$ cat config.mk
export PLATFORM = sky130hd
export DESIGN_NAME = lcd_hd44780_ctrl_flat
export DESIGN_NICKNAME = d
export VERILOG_FILES = /design/src/rtl/lcd_hd44780_ctrl_if.sv /design/src/rtl/lcd_hd44780_ctrl.sv /design/src/flat_wrapper.sv
export SDC_FILE = /design/constraint.sdc
export NUM_CORES = 1
export LEC_CHECK = 0
export ABC_AREA = 1
export CORE_MARGIN = 2
export CORE_UTILIZATION = 32
export CTS_BUF_LIST = sky130_fd_sc_hd__clkbuf_4
export CTS_CLUSTER_DIAMETER = 40
export DETAILED_ROUTE_END_ITERATION = 10
export GPL_ROUTABILITY_DRIVEN = 0
export PLACE_DENSITY_LB_ADDON = 0.12
export SETUP_SLACK_MARGIN = 0.4
export SYNTH_ARGS = -nofsm -noshare
export SYNTH_HDL_FRONTEND = slang
export SYNTH_SLANG_ARGS = --single-unit
$ cat constraint.sdc
create_clock -name clk_i -period 2.05 [get_ports clk_i]
set_input_delay 0.41 -clock clk_i [delete_from_list [all_inputs] [get_ports clk_i]]
set_output_delay 0.41 -clock clk_i [all_outputs]
set_load 0.05 [all_outputs]
$ cat src/rtl/lcd_hd44780_ctrl_if.sv
// Write-request channel from the display-content logic into the LCD controller.
// A request is held on wr_valid until the controller accepts it with wr_ready.
interface lcd_hd44780_ctrl_if;
  logic       wr_valid;
  logic       wr_ready;
  logic       wr_is_cmd;
  logic [7:0] wr_data;

  modport master (output wr_valid, output wr_is_cmd, output wr_data, input wr_ready);
  modport slave  (input wr_valid, input wr_is_cmd, input wr_data, output wr_ready);
endinterface

$ cat src/rtl/lcd_hd44780_ctrl.sv
// HD44780 controller: self-run power-on init, then one char/command per accepted request.
// A write holds wr_ready low for 3*CLK_DIV (6*CLK_DIV in 4-bit mode) plus the post-write wait.
module lcd_hd44780_ctrl #(
  parameter int CLK_DIV    = 2500,
  parameter int BUS_WIDTH  = 8,
  parameter int LINES      = 2,
  parameter int COLS       = 16,
  parameter int INIT_WAIT  = 750000,
  parameter int CMD_WAIT   = 2000,
  parameter int CLEAR_WAIT = 82000
) (
  input  logic                     clk_i,
  input  logic                     rst_i,
  lcd_hd44780_ctrl_if.slave        wr_if,
  output logic                     init_done_o,
  output logic                     cursor_row_o,
  output logic [5:0]               cursor_col_o,
  output logic                     lcd_rs_o,
  output logic                     lcd_rw_o,
  output logic                     lcd_e_o,
  output logic [7:0]               lcd_data_o
);

  localparam bit          NIB     = (BUS_WIDTH == 4);
  localparam logic [7:0]  FUNCSET = 8'h20 | ((BUS_WIDTH == 8) ? 8'h10 : 8'h00)
                                          | ((LINES == 2) ? 8'h08 : 8'h00);
  localparam logic [3:0]  N_WAKE  = NIB ? 4'd4 : 4'd3;
  localparam logic [3:0]  N_INIT  = N_WAKE + 4'd4;
  localparam logic [31:0] DIV_M1  = 32'(CLK_DIV - 1);
  localparam logic [31:0] RST_CNT = 32'((INIT_WAIT > 1) ? INIT_WAIT - 2 : 0);

  typedef enum logic [2:0] {RESET_WAIT, INIT, IDLE, SETUP, E_HIGH, HOLD, WAIT} state_e;

  state_e      state_q, state_d;
  logic [31:0] cnt_q, cnt_d;
  logic [7:0]  byte_q, byte_d;
  logic        rs_q, rs_d;
  logic        nib_only_q, nib_only_d;
  logic        lo_nib_q, lo_nib_d;
  logic        wake_q, wake_d;
  logic        wrap_q, wrap_d;
  logic [3:0]  init_step_q, init_step_d;
  logic        init_done_q, init_done_d;
  logic        row_q, row_d;
  logic [5:0]  col_q, col_d;
  logic        lcd_e_q, lcd_e_d;
  logic        lcd_rs_q, lcd_rs_d;
  logic [7:0]  lcd_data_q, lcd_data_d;

  logic        load;
  logic [7:0]  ld_byte;
  logic        ld_rs, ld_nib, ld_wake;
  logic [31:0] wait_m1;

  // Wake-up writes in both modes are 0x30 (only the high nibble reaches the pins in 4-bit mode).
  function automatic logic [7:0] init_byte(input logic [3:0] step);
    logic [7:0] b;
    b = 8'h06;
    if (step < 4'd3)                 b = 8'h30;
    else if (step < N_WAKE)          b = 8'h20;
    else if (step == N_WAKE)         b = FUNCSET;
    else if (step == N_WAKE + 4'd1)  b = 8'h0C;
    else if (step == N_WAKE + 4'd2)  b = 8'h01;
    return b;
  endfunction

  function automatic logic [7:0] bus_val(input logic [7:0] b, input logic lo);
    if (!NIB) return b;
    return lo ? {b[3:0], 4'h0} : {b[7:4], 4'h0};
  endfunction

  assign wait_m1 = (wake_q || (!rs_q && (byte_q == 8'h01 || byte_q == 8'h02)))
                   ? 32'(CLEAR_WAIT - 1) : 32'(CMD_WAIT - 1);

  always_comb begin
    state_d     = state_q;
    cnt_d       = (cnt_q == 32'd0) ? 32'd0 : cnt_q - 32'd1;
    byte_d      = byte_q;
    rs_d        = rs_q;
    nib_only_d  = nib_only_q;
    lo_nib_d    = lo_nib_q;
    wake_d      = wake_q;
    wrap_d      = wrap_q;
    init_step_d = init_step_q;
    init_done_d = init_done_q;
    row_d       = row_q;
    col_d       = col_q;
    lcd_rs_d    = lcd_rs_q;
    lcd_data_d  = lcd_data_q;
    load        = 1'b0;
    ld_byte     = init_byte(init_step_q);
    ld_rs       = 1'b0;
    ld_nib      = NIB && (init_step_q < N_WAKE);
    ld_wake     = (init_step_q < 4'd3);

    case (state_q)
      RESET_WAIT: if (cnt_q == 32'd0) state_d = INIT;
      INIT: begin
        load        = 1'b1;
        init_step_d = init_step_q + 4'd1;
      end
      IDLE: if (wr_if.wr_valid && init_done_q) begin
        load    = 1'b1;
        ld_byte = wr_if.wr_data;
        ld_rs   = !wr_if.wr_is_cmd;
        ld_nib  = 1'b0;
        ld_wake = 1'b0;
      end
      SETUP: if (cnt_q == 32'd0) begin
        state_d = E_HIGH;
        cnt_d   = DIV_M1;
      end
      E_HIGH: if (cnt_q == 32'd0) begin
        state_d = HOLD;
        cnt_d   = DIV_M1;
      end
      HOLD: if (cnt_q == 32'd0) begin
        if (NIB && !nib_only_q && !lo_nib_q) begin
          state_d  = SETUP;
          cnt_d    = DIV_M1;
          lo_nib_d = 1'b1;
        end else begin
          state_d = WAIT;
          cnt_d   = wait_m1;
          if (rs_q) begin
            if (col_q == 6'(COLS - 1)) begin
              col_d  = 6'd0;
              row_d  = (LINES == 2) ? !row_q : 1'b0;
              wrap_d = 1'b1;
            end else begin
              col_d = col_q + 6'd1;
            end
          end else if (byte_q == 8'h01 || byte_q == 8'h02) begin
            row_d = 1'b0;
            col_d = 6'd0;
          end else if (byte_q[7]) begin
            row_d = (LINES == 2) && byte_q[6];
            col_d = byte_q[5:0];
          end
        end
      end
      WAIT: if (cnt_q == 32'd0) begin
        if (wrap_q) begin
          load    = 1'b1;
          ld_byte = 8'h80 | {1'b0, row_q, 6'd0};
          ld_nib  = 1'b0;
          ld_wake = 1'b0;
          wrap_d  = 1'b0;
        end else if (!init_done_q) begin
          if (init_step_q == N_INIT) begin
            state_d     = IDLE;
            init_done_d = 1'b1;
          end else begin
            load        = 1'b1;
            init_step_d = init_step_q + 4'd1;
          end
        end else begin
          state_d = IDLE;
        end
      end
      default: state_d = RESET_WAIT;
    endcase

    if (load) begin
      state_d    = SETUP;
      cnt_d      = DIV_M1;
      byte_d     = ld_byte;
      rs_d       = ld_rs;
      nib_only_d = ld_nib;
      wake_d     = ld_wake;
      lo_nib_d   = 1'b0;
    end

    // Pins change only on entry to SETUP so they stay put through E and between transfers.
    if (state_d == SETUP && state_q != SETUP) begin
      lcd_data_d = bus_val(byte_d, lo_nib_d);
      lcd_rs_d   = rs_d;
    end
    lcd_e_d = (state_d == E_HIGH);
  end

  always_ff @(posedge clk_i or posedge rst_i) begin
    if (rst_i) begin
      state_q     <= RESET_WAIT;
      cnt_q       <= RST_CNT;
      byte_q      <= 8'h00;
      rs_q        <= 1'b0;
      nib_only_q  <= 1'b0;
      lo_nib_q    <= 1'b0;
      wake_q      <= 1'b0;
      wrap_q      <= 1'b0;
      init_step_q <= 4'd0;
      init_done_q <= 1'b0;
      row_q       <= 1'b0;
      col_q       <= 6'd0;
      lcd_e_q     <= 1'b0;
      lcd_rs_q    <= 1'b0;
      lcd_data_q  <= 8'h00;
    end else begin
      state_q     <= state_d;
      cnt_q       <= cnt_d;
      byte_q      <= byte_d;
      rs_q        <= rs_d;
      nib_only_q  <= nib_only_d;
      lo_nib_q    <= lo_nib_d;
      wake_q      <= wake_d;
      wrap_q      <= wrap_d;
      init_step_q <= init_step_d;
      init_done_q <= init_done_d;
      row_q       <= row_d;
      col_q       <= col_d;
      lcd_e_q     <= lcd_e_d;
      lcd_rs_q    <= lcd_rs_d;
      lcd_data_q  <= lcd_data_d;
    end
  end

  assign wr_if.wr_ready = (state_q == IDLE) && init_done_q;
  assign init_done_o    = init_done_q;
  assign cursor_row_o   = row_q;
  assign cursor_col_o   = col_q;
  assign lcd_rs_o       = lcd_rs_q;
  assign lcd_rw_o       = 1'b0;
  assign lcd_e_o        = lcd_e_q;
  assign lcd_data_o     = lcd_data_q;

endmodule

$ cat src/flat_wrapper.sv
// flat-port wrapper written by rule: the top's interface ports become plain ports
module lcd_hd44780_ctrl_flat 
#(
  parameter int CLK_DIV    = 2500,
  parameter int BUS_WIDTH  = 8,
  parameter int LINES      = 2,
  parameter int COLS       = 16,
  parameter int INIT_WAIT  = 750000,
  parameter int CMD_WAIT   = 2000,
  parameter int CLEAR_WAIT = 82000
)
  (clk_i, rst_i, init_done_o, cursor_row_o, cursor_col_o, lcd_rs_o, lcd_rw_o, lcd_e_o, lcd_data_o, wr_if_wr_valid, wr_if_wr_is_cmd, wr_if_wr_data, wr_if_wr_ready);
  lcd_hd44780_ctrl_if wr_if_i ();
  input  logic clk_i;
  input  logic rst_i;
  output logic init_done_o;
  output logic cursor_row_o;
  output logic [5:0] cursor_col_o;
  output logic lcd_rs_o;
  output logic lcd_rw_o;
  output logic lcd_e_o;
  output logic [7:0] lcd_data_o;
  input wire logic [$bits(wr_if_i.wr_valid)-1:0] wr_if_wr_valid;
  input wire logic [$bits(wr_if_i.wr_is_cmd)-1:0] wr_if_wr_is_cmd;
  input wire logic [$bits(wr_if_i.wr_data)-1:0] wr_if_wr_data;
  output wire logic [$bits(wr_if_i.wr_ready)-1:0] wr_if_wr_ready;
  assign wr_if_i.wr_valid = wr_if_wr_valid;
  assign wr_if_i.wr_is_cmd = wr_if_wr_is_cmd;
  assign wr_if_i.wr_data = wr_if_wr_data;
  assign wr_if_wr_ready = wr_if_i.wr_ready;
  lcd_hd44780_ctrl #(.CLK_DIV(CLK_DIV), .BUS_WIDTH(BUS_WIDTH), .LINES(LINES), .COLS(COLS), .INIT_WAIT(INIT_WAIT), .CMD_WAIT(CMD_WAIT), .CLEAR_WAIT(CLEAR_WAIT)) u_core (.clk_i(clk_i), .rst_i(rst_i), .wr_if(wr_if_i), .init_done_o(init_done_o), .cursor_row_o(cursor_row_o), .cursor_col_o(cursor_col_o), .lcd_rs_o(lcd_rs_o), .lcd_rw_o(lcd_rw_o), .lcd_e_o(lcd_e_o), .lcd_data_o(lcd_data_o));
endmodule
==> impl_metrics.csv, run 1 <==
group,metric,value,unit
clock_network,cts.sinks,68,
finish,nNetsFinal,701,
timing,finalClockSkew,22.6,ps
synth,synth-seq-cells,68,
timing,hold_viol,0,
grt,grt_pass1_vias,3998,
floorplanning,start_util,32.7,%
floorplanning,die_h,117,um
critical_path,r2r_cells,10,
critical_path,critPathCaptureType,"output port",
routing,vias_per_cell,4.70,
clock_network,cts-root-buf,"clkbuf_4",
power,powerDensity,385,mW/mm^2
synth,syn_nets,571,
critical_path,r2r-start,"u_core.cnt_q[6]",
power,ir_drop,0.000410,V
routing,vias,4045,
synth,synthCells,553,
grt,grt-ovfl-total,0,
routing,wire_per_inst,14.8,um
timing,maxSlewHeadroom,65.8,%
timing,fin_crit_sh,91.4,%
critical_path,r2r_setup_slack,200,ps
grt,grt_use_total,18.4,%
clock_network,clk_pin_slew_worst_paths,150,ps
clock_network,cts_tree,"built",
routing,antenna_left,0,
critical_path,arrival,1460,ps
clock_network,clk_latency,480,ps
timing,hold_slack,285,ps
timing,grt_setup_unrepaired,"yes",
routing,finalWirelength,12.7,mm
synth,synth_area_per_cell,7.43,sq um
clock_network,clk_path_buf_depth,2,
routing,dr.first_iter.drc_count,123,
critical_path,r2r_end,"u_core.cnt_q[24]",
grt,antenna_found_initial,0,
finish,num_antenna_cells,0,
finish,final_cell_mix,"118 x nand2_1, 72 x buf_4, 49 x dfrtp_1",
timing,setup_viol,0,
floorplanning,rows,41,
floorplanning,die_x,117,um
placement,portBuffers,30,
floorplanning,dieArea,0.0138,sq mm
critical_path,crit_type,"reg2out",
synth,yosysUniqueCellTypes,43,
clock_network,ctsHtreeMaxLevel,3,
critical_path,startpoint_type,"flop",
floorplanning,pin_count,32,
synth,yosysWarnings,0,
critical_path,critPathMaxFanout,2,
timing,setup_tns,0,ps
timing,drv_slew,0,
synth,synth_area,0.00411,sq mm
critical_path,cp.required,1640,ps
worst_hold_path,holdCritPathClass,"in2async",
finish,drive_gt1_share,46.7,%
placement,dpl_cell_area,0.00470,sq mm
finish,fin_area,0.00627,sq mm
timing,worst_pin_slew,512,ps
clock_network,cts_buffers,9,
power,p_leak,2.90,nW
finish,area_growth,52.5,%
placement,dpl.hpwl,7.84,mm
routing,first_pass_iters,5,
finish,final_common_cell,"nand2_1",
timing,fin_crit,1870,ps
floorplanning,core_area,0.0126,sq mm
grt,grt_pass1_wl,20.1,mm
timing,max_freq,534,MHz
routing,drc,0,
synth,yosysSeqAreaShare,41.8,%
clock_network,cts_hold_buf,0,
status,outcome,"finished clean",
run,maxCapViolCount,0,
grt,grt_max_degree,26,
-- cells in the mapped netlist, drive strengths merged --
| master | n | area (sq um) |
|---|---|---|
| nor2 | 96 | 454 |
| nand3 | 33 | 188 |
| a21oi | 10 | 50.1 |
| xor2 | 20 | 175 |
| or2 | 6 | 37.5 |
| buf | 7 | 65.1 |
| clkbuf | 2 | 8.75 |
| xnor2 | 5 | 43.8 |
| nand4 | 8 | 50.1 |
| a22oi | 2 | 15.0 |
| nand2 | 170 | 661 |
| o211ai | 2 | 15.0 |
| inv | 63 | 239 |
| nor3 | 19 | 105 |
| dfstp | 12 | 315 |
| conb | 1 | 3.75 |
| and3 | 1 | 6.26 |
| a31oi | 1 | 6.26 |
| nor3b | 2 | 20.0 |
| nand3b | 1 | 7.51 |
| o21bai | 1 | 7.51 |
| o22ai | 1 | 6.26 |
| dfrtp | 56 | 1400 |
| o311ai | 1 | 8.76 |
| o21ai | 27 | 146 |
| ha | 6 | 75.1 |
-- layout make-up --
type | count | area, sq um
fillers | 1209 | 6300
multi-input cells | 416 | 2790
flip-flops and latches | 68 | 1730
repair buffers | 122 | 1100
inverters | 63 | 253
well taps | 172 | 215
clock inverters | 7 | 82.6
clock buffers | 9 | 67.6
repair inverters | 3 | 28.8
-- cell families (layout without fill, tap and decap cells) --
group | Yosys count | after routing | share of synthesized area (%)
simple gates | 336 | 339 | 37.2
buf+inv | 72 | 204 | 7.61
flops | 68 | 68 | 41.8
compound gates | 45 | 45 | 6.21
xor+xnor | 25 | 25 | 5.33
fa+ha+maj | 6 | 6 | 1.83
other cells | 1 | 1 | 0.0912
-- critical path: stages, from the launching register on --
cell and delay [ps]:
dfrtp_1 430, inv_2 80, nand2_4 50, nor2_4 120, inv_4 50, nor2_4 100
buf_12 140
-- registers in the layout, summed over array words and instances (netlist names), 3 cells and up --
signal and count:
u_core.init_step_q 4, u_core.byte_q 8, u_core.cnt_q 32, u_core.cursor_col_o 6
u_core.lcd_data_o 8, u_core.state_q 3
-- power breakdown --
group / switching [mW] / internal, mW
registers: 0 / 1.34
clock network: 0.618 / 0.390
logic: 0.0366 / 0.0274
-- layer usage --
layer | wire (um) | track usage [%] | up-vias
li1 | - | - | 2010
met1 | 5310 | 21.9 | 1922
met4 | 381 | 6.48 | 0
met2 | 6520 | 31.9 | 82
met5 | 0 | 0 | -
met3 | 518 | 4.82 | 31
-- worst max path at each step --
| stage | endpoint | cells past startpoint | slack, ps | startpoint |
|---|---|---|---|---|
| finish | wr_if_wr_ready | 6 | 180 | u_core.state_q[0] |
| global route | wr_if_wr_ready | 6 | 90 | u_core.state_q[0] |
| CTS | wr_if_wr_ready | 6 | 110 | u_core.state_q[0] |
| detailed placement | u_core.cnt_q[9] | 8 | 90 | wr_if_wr_valid |
| global placement | u_core.cnt_q[9] | 8 | 140 | wr_if_wr_valid |
| floorplan | u_core.cnt_q[11] | 8 | 400 | u_core.init_done_o |
-- metrics by stage --
stage                     power, mW  util, %  std cells  setup WS, ps
after floorplan                1.39        -        553           398
after global placement         1.43     37.4        757           145
after detailed placement       1.43     37.4        757          86.1
after CTS                      2.45     45.9        837           113
after global routing           2.51     49.9        860          93.8
final                          2.41     49.9        860           177
-- what timing repair did --
item                       CTS  global route
pin swaps                   47            48
hold endpoints to repair     0             0
setup buffers               57            21
gates resized for setup    214           103
gates cloned                 7             2
setup endpoints to repair   85            74
Note: power is estimated with default switching activity, not from simulation.
==> inputs of run 2 (changes only) <==
- SKIP_LAST_GASP: unset -> 1
==> results of run 2 <==
The final DEF is identical to that of run 1; final timing and power are the same.
==> inputs of run 3 (changes only) <==
- CORE_UTILIZATION: 32 -> 30
==> run 3 against run 2 <==
Net effect:
- routed wire length fell by 5.4%
- clock skew fell by 5.8 ps
- combinational power fell by 9.2%
- largest power group unchanged
==> impl_metrics.csv, run 3 (same netlist as run 1, synthesis figures left out) <==
group,metric,value,unit
status,outcome,"finished clean",
power,p_total,2.33,mW
routing,antenna_left,0,
routing,vias,4001,
timing,hold_slack,381,ps
placement,dpl.hpwl,7.76,mm
timing,grt_setup_unrepaired,"yes",
critical_path,critPathMaxFanout,2,
placement,numPlacedInstances,759,
routing,vias_per_cell,4.67,
finish,final_common_cell,"nand2_1",
worst_hold_path,holdCritPathClass,"in2async",
clock_network,cts-root-buf,"clkbuf_4",
critical_path,worstPathCellList,"inv_2, nand2_4, nor2_4, inv_4, nor2_4, buf_12",
routing,first_pass_iters,4,
finish,drive_gt1_share,47.4,%
critical_path,crit_type,"reg2out",
clock_network,clk_path_buf_depth,2,
placement,dpl_cell_area,0.00467,sq mm
placement,portBuffers,30,
grt,grt_max_degree,69,
placement,place_ws,37.8,ps
critical_path,cpMaxStageDelayCell,"dfrtp_1",
clock_network,ctsHtreeMaxLevel,3,
grt,grt_pass1_wl,19.6,mm
timing,setup_tns,0,ps
grt,grt_use_total,17.2,%
timing,finalClockSkew,16.7,ps
floorplanning,dieArea,0.0147,sq mm
finish,largest_register_ffs,32,
finish,fillers,1317,
power,p_leak,2.84,nW
finish,seq_area,0.00173,sq mm
finish,nNetsFinal,694,
floorplanning,die_h,121,um
run,maxCapViolCount,0,
critical_path,cp_common_cell,"nor2_4",
finish,multiInputGateArea,0.00276,sq mm
critical_path,path_delay_family,"flip-flops",
finish,area_growth,51.5,%
floorplanning,rows,42,
clock_network,cts.sinks,68,
timing,layout_setup_ws,209,ps
timing,hold_viol,0,
timing,setup_viol,0,
floorplanning,pin_count,32,
clock_network,cts_tree,"built",
clock_network,clk_latency,460,ps
finish,fin_area,0.00623,sq mm
critical_path,crit_start,"u_core.state_q[0]",
critical_path,startpoint_type,"flop",
clock_network,clk_pin_slew_worst_paths,120,ps
grt,grt-ovfl-total,0,
critical_path,crit_buf_inv,3,
floorplanning,die_x,121,um
finish,final_cells,857,
timing,drv_slew,0,
finish,num_antenna_cells,0,
finish,largest-register,"u_core.cnt_q",
critical_path,cp.required,1640,ps
timing,max_freq,543,MHz
routing,wire_per_inst,14.1,um
grt,antenna_found_initial,0,
critical_path,cpPeakStageDelay,420,ps
critical_path,r2r-start,"u_core.cnt_q[28]",
grt,grt_pass1_vias,3928,
timing,fin_crit_sh,89.8,%
floorplanning,core_area,0.0133,sq mm
routing,finalWirelength,12.1,mm
floorplanning,start_util,30.9,%
finish,final_cell_mix,"111 x nand2_1, 61 x buf_4, 47 x dfrtp_1",
timing,fin_crit,1840,ps
routing,dr.first_iter.drc_count,163,
critical_path,critPathCaptureType,"output port",
finish,final_core_util,46.8,%
routing,drc,0,
critical_path,arrival,1430,ps
clock_network,cts_buffers,9,
power,ir_drop,0.000297,V
power,powerDensity,374,mW/mm^2
-- run 3: changes by cell type in the layout (fill, tap and decap cells not counted), sizes merged --
cell	before	now
nand3	35	34
inv	68	66
clkinvlp	1	3
buf	109	103
clkdlybuf4s15	0	1
clkbuf	11	10
-- run 3: path summary, 6_finish.rpt --
kind	depth (start not counted)	slack, ps	endpoint
hold / removal	3	380	u_core.lcd_e_o
setup / recovery	6	210	wr_if_wr_ready
hold reg to reg	2	500	u_core.lcd_data_o[4]
max in group asynchronous	3	1320	u_core.cnt_q[8]
min in group clk_i	2	500	u_core.lcd_data_o[4]
setup reg to reg	9	260	u_core.lcd_rs_o
-- run 3: report_power, final --
part	total [mW]	switching [mW]	internal, mW
logic	0.0582	0.0356	0.0226
registers	1.34	0	1.34
clock network	0.931	0.557	0.374
total	2.33	0.592	1.74
-- run 3: cell type report --
class | instances | share of cell area (%)
clock buffers | 9 | 1.08
clock inverters | 7 | 1.21
inverters | 63 | 4.14
multi-input cells | 415 | 44.3
flip-flops and latches | 68 | 27.7
well taps | 176 | 3.54
repair buffers | 116 | 17.3
repair inverters | 3 | 0.623
-- run 3: tightest hold or removal path, cell delays in order --
cell and delay [ps]:
clkdlybuf4s50_1 440, clkinvlp_4 90, buf_12 320
-- run 3: timing repair --
item | 4_1_cts | 5_1_grt
hold buffers | 0 | 0
gates resized for setup | 209 | 116
buffers inserted | 51 | 23
gates cloned | 6 | 2
pin swaps | 46 | 54
setup endpoints to repair | 85 | 74
-- run 3: metal layers --
layer  GRT usage, %  wire (um)  vias to the layer above
li1               -          -                     1999
met1           21.6       5330                     1909
met2           29.2       6100                       74
met3           3.81        382                       19
met4           5.96        235                        0
met5              0          0                        -
